### config.mk
export PLATFORM = sky130hd
export DESIGN_NAME = qed_dup_ctrl
export DESIGN_NICKNAME = d
export VERILOG_FILES = /design/src/rtl/qed_dup_ctrl_pkg.sv /design/src/rtl/qed_occ_counter.sv /design/src/rtl/qed_dup_ctrl.sv
export SDC_FILE = /design/constraint.sdc
export NUM_CORES = 1
export LEC_CHECK = 0
export CORE_UTILIZATION = 35
export DETAILED_ROUTE_END_ITERATION = 8
export PLACE_DENSITY = 0.78
export REMOVE_ABC_BUFFERS = 1
export SETUP_SLACK_MARGIN = 0.4
export SLEW_MARGIN = 20
export SYNTH_ARGS = -nofsm -noshare
export SYNTH_HDL_FRONTEND = slang
export SYNTH_HIERARCHICAL = 1
export SYNTH_SLANG_ARGS = --single-unit
### constraint.sdc
create_clock -name clk -period 2.5 [get_ports clk]
set_input_delay 0.75 -clock clk [delete_from_list [all_inputs] [get_ports clk]]
set_output_delay 0.75 -clock clk [all_outputs]
set_load 0.005 [all_outputs]
### src/rtl/qed_dup_ctrl_pkg.sv
// Shared QED definitions: mode FSM encoding, nop opcode and occupancy command payload.
package qed_dup_ctrl_pkg;

    localparam int unsigned OCC_W = 6;

    localparam logic [1:0] ST_ORIG  = 2'd0;
    localparam logic [1:0] ST_DUP   = 2'd1;
    localparam logic [1:0] ST_CHECK = 2'd2;

    localparam logic [6:0] NOP_OPCODE = 7'b1111111;

    typedef struct packed {
        logic ins;
        logic del;
    } occ_cmd_t;

    function automatic logic is_nop(input logic [31:0] instr);
        return instr[6:0] == NOP_OPCODE;
    endfunction

endpackage

### src/rtl/qed_occ_counter.sv
// Saturating up/down counter mirroring the QED instruction-cache occupancy.
module qed_occ_counter
    import qed_dup_ctrl_pkg::*;
#(
    parameter int unsigned QCAP = 63
) (
    input  logic             clk,
    input  logic             rst,
    input  occ_cmd_t         cmd_i,
    output logic [OCC_W-1:0] occ_o
);

    logic [OCC_W-1:0] occ_q;
    logic [OCC_W-1:0] occ_d;

    // Bounds are rechecked here so the counter cannot wrap even if a caller skips gating.
    always_comb begin
        occ_d = occ_q;
        if (cmd_i.ins && (occ_q != OCC_W'(QCAP))) begin
            occ_d = occ_q + OCC_W'(1);
        end else if (cmd_i.del && (occ_q != '0)) begin
            occ_d = occ_q - OCC_W'(1);
        end
    end

    always_ff @(posedge clk or posedge rst) begin
        if (rst) begin
            occ_q <= '0;
        end else begin
            occ_q <= occ_d;
        end
    end

    assign occ_o = occ_q;

endmodule

### src/rtl/qed_dup_ctrl.sv
// QED mode controller: alternates original and duplicate execution phases and
// flags a check point once every queued instruction has been replayed.
module qed_dup_ctrl
    import qed_dup_ctrl_pkg::*;
#(
    parameter int unsigned ORIG_LIMIT = 32,
    parameter int unsigned QCAP       = 63
) (
    input  logic             clk,
    input  logic             rst,
    input  logic             IF_stall,
    input  logic [31:0]      ifu_qed_instruction,
    input  logic             force_dup,
    output logic             exec_dup,
    output logic [OCC_W-1:0] qed_occupancy,
    output logic             qed_check_point
);

    logic [1:0]       state_q;
    logic [1:0]       state_d;
    logic             exec_dup_q;
    logic             check_q;
    logic [OCC_W-1:0] occ_q;
    logic             nop_c;
    occ_cmd_t         cmd_c;

    // Insert/delete qualifiers use the registered mode, never the next one.
    assign nop_c   = is_nop(ifu_qed_instruction);
    assign cmd_c.ins = ~exec_dup_q & ~nop_c & ~IF_stall & (occ_q != OCC_W'(QCAP));
    assign cmd_c.del = exec_dup_q & (occ_q != '0) & ~IF_stall;

    qed_occ_counter #(
        .QCAP (QCAP)
    ) u_occ (
        .clk   (clk),
        .rst   (rst),
        .cmd_i (cmd_c),
        .occ_o (occ_q)
    );

    always_comb begin
        state_d = state_q;
        case (state_q)
            ST_ORIG: begin
                if ((occ_q >= OCC_W'(ORIG_LIMIT)) || (force_dup && (occ_q != '0))) begin
                    state_d = ST_DUP;
                end
            end
            ST_DUP: begin
                if (!IF_stall && (occ_q == '0)) begin
                    state_d = ST_CHECK;
                end
            end
            ST_CHECK: state_d = ST_ORIG;
            default:  state_d = ST_ORIG;
        endcase
    end

    // Mode outputs are registered alongside the state so they track it exactly.
    always_ff @(posedge clk or posedge rst) begin
        if (rst) begin
            state_q    <= ST_ORIG;
            exec_dup_q <= 1'b0;
            check_q    <= 1'b0;
        end else begin
            state_q    <= state_d;
            exec_dup_q <= (state_d == ST_DUP);
            check_q    <= (state_d == ST_CHECK);
        end
    end

    assign exec_dup        = exec_dup_q;
    assign qed_check_point = check_q;
    assign qed_occupancy   = occ_q;

endmodule

==> results of run 1 <==
[final timing paths]
check / end / start / depth (start not counted)
worst min-delay path: state_q[0] / state_q[1] / 1
worst max register to register: u_occ/occ_o[4] / u_occ/occ_o[4] / 9
worst min register to register: state_q[0] / state_q[1] / 1
min in group asynchronous: state_q[1] / rst / 2
max in group asynchronous: u_occ/occ_o[3] / rst / 2
worst max-delay path: u_occ/occ_o[4] / ifu_qed_instruction[5] / 11
[flip-flops by register name (all words and copies together), names as in the netlist]
register	count
u_occ/occ_o	6
state_q	2
exec_dup	1
qed_check_point	1
[cell type report]
cell class | count | area share (%)
timing repair buffer | 34 | 26.0
multi-input combinational | 47 | 44.9
sequential | 10 | 22.3
clock buffer | 4 | 3.24
inverter | 2 | 0.670
tap | 25 | 2.79
[cell usage after synthesis]
cell | instances | area [um^2]
dfrtp_1 | 10 | 250
nand4_1 | 2 | 12.5
inv_1 | 2 | 7.51
nand3_1 | 1 | 5.00
nand2_4 | 1 | 11.3
o31ai_2 | 1 | 12.5
fa_1 | 1 | 20.0
nor2b_1 | 1 | 6.26
xnor2_1 | 3 | 26.3
a211oi_1 | 1 | 7.51
ha_1 | 4 | 50.1
a31oi_1 | 1 | 6.26
nor3b_1 | 1 | 7.51
a21o_1 | 2 | 15.0
a221oi_1 | 2 | 17.5
nor3_4 | 1 | 16.3
or4_4 | 2 | 22.5
mux2i_1 | 1 | 10.0
and4_1 | 1 | 8.76
xor2_1 | 2 | 17.5
mux2_4 | 3 | 45.0
o21bai_1 | 1 | 7.51
nand2_1 | 1 | 3.75
o31ai_4 | 1 | 21.3
nor2_1 | 3 | 11.3
o21ai_4 | 1 | 16.3
nand2b_1 | 1 | 6.26
o21ai_0 | 2 | 10.0
and3b_1 | 2 | 17.5
a21oi_1 | 4 | 20.0
[per-layer routing]
metal | global-route usage (%) | part of all wire, % | wire [um] | vias up
met5 | 0 | 0 | 0 | -
met4 | 0 | 0 | 0 | 0
met3 | 4.71 | 6.2 | 106 | 0
met2 | 36.4 | 56 | 964 | 21
met1 | 17.6 | 37 | 640 | 297
li1 | - | - | - | 301
[cell families (layout without fill, tap and decap cells)]
| group | after synthesis | in the layout | synth area share [%] |
|---|---|---|---|
| flip-flops | 10 | 10 | 36.3 |
| XOR/XNOR | 5 | 5 | 6.35 |
| buffers and inverters | 2 | 40 | 1.09 |
| AND/OR/NAND/NOR | 17 | 17 | 18.7 |
| multiplexers | 4 | 4 | 7.99 |
| AO/OA/AOI/OAI | 16 | 16 | 19.4 |
| adder cells (fa/ha/maj) | 5 | 5 | 10.2 |
[timing repair]
item | CTS | global route
buffers inserted | 2 | 3
endpoints found under the setup margin | 7 | 6
gates resized for setup | 41 | 4
pin swaps | 9 | 8
[per-stage QoR]
step / hold WS (ns) / cell area (um^2)
2_1_floorplan: 0.440 / 689
3_3_place_gp: 0.457 / 983
3_5_place_dp: 0.474 / 983
4_1_cts: 0.485 / 1080
5_1_grt: 0.520 / 1120
6_report: 0.483 / 1120
[worst max-delay path, delay by kind of cell]
family	cells	cell delay (ns)
xor+xnor	1	0.07
fa+ha+maj	1	0.36
mux	1	0.26
compound gates	5	0.71
buf+inv	2	0.25
simple gates	1	0.10
[power breakdown]
group / internal, mW / switching [mW]
Clock: 0.0883 / 0.0537
Sequential: 0.220 / 0.0381
Combinational: 0.503 / 0.389
==> results_dict.tcl, run 1 <==
set metrics [dict create \
    numCtsBuffers 3 \
    crit_fanout 5 \
    layout_commonest_cell "buf_4" \
    seq_area_um2 250 \
    cts_hold_buffers 0 \
    cts_tree "yes" \
    via_per_inst 5.07 \
    setup_viol 0 \
    end_kind "register" \
    grt_pass1_vias 617 \
    cts_buffer_depth 2 \
    p_total_mw 1.29 \
    place_ws_ns -0.640 \
    antenna_found_initial 0 \
    criticalPathCategory "input pin to register" \
    ys_seq_elements 10 \
    gr-total-overflow 0 \
    dieArea_um2 2150 \
    die_h_um 46.4 \
    fin_skew_ns 0.000358 \
    rsz0062_at_grt "true" \
    fin_nets 139 \
    cp_slowest_stage_delay_ns 0.36 \
    syn_area_um2 689 \
    clkLatencyLatePin_ns 0.26 \
    fin_crit_sh_pct 94.3 \
    cp_slowest_cell "fa_2" \
    setup_tns_ns 0 \
    avgSynthCellArea_um2 11.7 \
    htree_levels 1 \
    rrSetupSlack_ns 0.23 \
    worst_slew_pin_slew_ns 0.257 \
    clk_pin_slew_ns 0.07 \
    numPortBuffers 18 \
    status "finished clean" \
    critPathLaunchType "input pin" \
    fillCellCount 142 \
    path_cells "buf_6, nand4_1, o21ai_2, a31oi_2, o21ai_4, buf_4, fa_2, a21o_1, a21oi_2, xnor2_1, mux2_4" \
    routed_wl_mm 1.71 \
    synthDistinctLibCells 30 \
    grt.total_usage_pct 17.5 \
    placed_cells 113 \
    worst_slack_ns 0.142 \
    grt_max_degree 9 \
    hp-class "register to register" \
    layout_common_cells "buf_4, dfrtp_1, clkdlybuf4s50_1, buf_6, buf_2" \
    cp.required_ns 2.64 \
    place.gp.congestion 0.741 \
    max_freq_ghz 0.424 \
    die_x_um 46.4 \
    drive_gt1_share_pct 51.5 \
    dpl.hpwl_mm 1.26 \
    coreArea_um2 1780 \
    maxCapViolations 0 \
    synth_seq_area_share_pct 36.3 \
    maxSlewHeadroom_pct 82.8 \
    worstPathArrival_ns 2.50 \
    via_count 619 \
    areaGrowthSynthToFinish_pct 62.4 \
    grt_pass1_wl_mm 2.60 \
    multi_input_area_um2 503 \
    clock_sinks 10 \
    ys_warn_count 6 \
    initial_core_util_pct 38.7 \
    rows 15 \
    hold_viol 0 \
    clock-root-buffer "clkbuf_4" \
    finish.utilization_pct 62.8 \
    fin_crit_ns 2.36 \
    first_pass_iters 4 \
    fin_cells 122 \
    ios 44 \
    power.density_nw_per_um2 1150 \
    wl_per_cell_um 14.0 \
    slew_viol_final 0 \
    dr.first_iter.drc_count 3 \
    n_antenna_cell 0 \
    antenna_left 0 \
    drc 0 \
    syn_inst 59 \
    ir_drop_mv 0.696 \
    p_leak_nw 0.483 \
]
Power figures use the tool's default switching activity.
==> inputs of run 2 (changes only) <==
MAX_ROUTING_LAYER = met4   (was not set)
RECOVER_POWER = 100   (was not set)
==> run 2 against run 1 <==
  * Combinational power fell by 9.5%
  * Design area fell by 5.1%
  * Sequential power barely moved
  * Flip-flop and latch count did not move
  * Core utilization fell by 3.2 points
  * Die area did not move
  * Via count rose by 0.97%
  * Worst hold slack improved by 0.0047 ns
  * Fmax fell by 1.1%
  * Critical path depth fell by 9
  * Largest cell class unchanged
  * Highest routed layer unchanged
==> results_dict.tcl, run 2 (synthesized netlist as in run 1, its figures left out) <==
set metrics [dict create \
    wl_per_cell_um 14.1 \
    cts_buffer_depth 2 \
    post_dp_cell_area_um2 983 \
    clock-root-buffer "clkbuf_4" \
    placed_cells 113 \
    place_ws_ns -0.640 \
    clk_pin_slew_ns 0.07 \
    via_count 625 \
    fin_cells 122 \
    fin_nets 139 \
    worstPathArrival_ns 1.63 \
    cts_tree "yes" \
    htree_levels 1 \
    power.density_nw_per_um2 1130 \
    routed_wl_mm 1.72 \
    grt.total_usage_pct 18.0 \
    dr.first_iter.drc_count 7 \
    coreArea_um2 1780 \
    criticalPathCategory "register to output pin" \
    gr-total-overflow 0 \
    crit_fanout 5 \
    cp.required_ns 1.75 \
    die_h_um 46.4 \
    hp-class "register to register" \
    cp_slowest_cell "clkdlybuf4s50_1" \
    grt_pass1_vias 619 \
    fin_crit_ns 2.38 \
    numCtsBuffers 3 \
    areaGrowthSynthToFinish_pct 54.1 \
    status "finished clean" \
    critPathLaunchType "register" \
    rsz0062_at_grt "true" \
    maxSlewHeadroom_pct 75.5 \
    initial_core_util_pct 38.7 \
    antenna_found_initial 0 \
    fin_crit_sh_pct 95.4 \
    p_leak_nw 0.449 \
    slew_viol_final 0 \
    critical_path.top_delay_family "buffers and inverters" \
    largest_register_ffs 6 \
    max_freq_ghz 0.419 \
    end_kind "output pin" \
    place.gp.congestion 0.750 \
    die_x_um 46.4 \
    fin_skew_ns 0.00215 \
    numPortBuffers 18 \
    maxCapViolations 0 \
    grt_max_degree 9 \
    clkLatencyLatePin_ns 0.26 \
    dieArea_um2 2150 \
    final_cell_area_um2 1060 \
    layout_common_cells "buf_4, dfrtp_1, buf_6, dlygate4sd3_1" \
    setup_viol 0 \
    drive_gt1_share_pct 41.2 \
    drc 0 \
    dpl.hpwl_mm 1.26 \
    worst_slew_pin_slew_ns 0.368 \
    via_per_inst 5.12 \
    rows 15 \
    antenna_left 0 \
    worst_slack_ns 0.115 \
    ir_drop_mv 0.666 \
    cp_slowest_stage_delay_ns 0.58 \
    layout_commonest_cell "buf_4" \
    first_pass_iters 4 \
    path_cells "clkbuf_1, clkdlybuf4s50_1" \
    n_antenna_cell 0 \
    clock_sinks 10 \
    ios 44 \
    hold_viol 0 \
    crit_buf_inv 2 \
    fillCellCount 158 \
    grt_pass1_wl_mm 2.60 \
]
==> run 2: metrics by stage <==
stage          TNS (ns)  util (%)  power, mW  hold WS (ns)
2_1_floorplan         0         -      0.696         0.440
3_3_place_gp      -1.60      55.2      0.991         0.457
3_5_place_dp      -1.92      55.2       1.02         0.474
4_1_cts               0      60.7       1.26         0.485
5_1_grt               0      59.6       1.31         0.520
6_report              0      59.6       1.21         0.487
==> run 2: repair_timing <==
action | 4_1_cts | 5_1_grt
hold buffers | 0 | 0
cloned | 0 | 0
setup endpoints to repair | 7 | 6
resized for setup | 41 | 4
setup buffers | 2 | 3
hold endpoints to repair | 0 | 0
pin swaps | 9 | 8
==> run 2: layout make-up <==
cell class	count	area, um^2	share of cell area [%]
inverters	2	7.51	0.707
well taps	25	31.3	2.94
repair buffers	34	277	26.0
flip-flops and latches	10	250	23.6
clock buffers	4	36.3	3.42
multi-input cells	47	460	43.3
==> run 2: worst reg2reg max path, stage by stage, from the launching register on <==
cell and delay [ns]:
dfrtp_1 0.38, clkbuf_1 0.16, or4_1 0.59, nor3_1 0.30, nor3b_1 0.13, o31ai_4 0.08
nand2_1 0.22, mux2_1 0.37
==> run 2: path summary, 6_finish.rpt <==
path,from,endpoint,slack [ns],depth (start not counted)
setup / recovery,u_occ/occ_o[2],qed_occupancy[2],0.12,2
hold / removal,state_q[1],state_q[0],0.49,1
setup reg to reg,u_occ/occ_o[4],u_occ/occ_o[1],0.16,7
hold reg to reg,state_q[1],state_q[0],0.49,1
max in group asynchronous,rst,u_occ/occ_o[0],1.46,2
min in group asynchronous,rst,state_q[1],0.83,2
==> run 2: per-layer routing <==
metal | share of wire, % | track usage, % | vias to the layer above | routed length [um]
met4 | 0 | 0 | 0 | 0
li1 | - | - | 301 | -
met5 | 0 | - | - | 0
met1 | 39 | 17.6 | 307 | 670
met2 | 55 | 36.4 | 17 | 953
met3 | 5.6 | 4.71 | 0 | 97
==> run 2: power by group <==
group	leakage (nW)	internal, mW	switching [mW]	total, mW
Combinational	0.313	0.440	0.366	0.807
Clock	0.0210	0.0883	0.0527	0.141
Sequential	0.115	0.220	0.0375	0.258
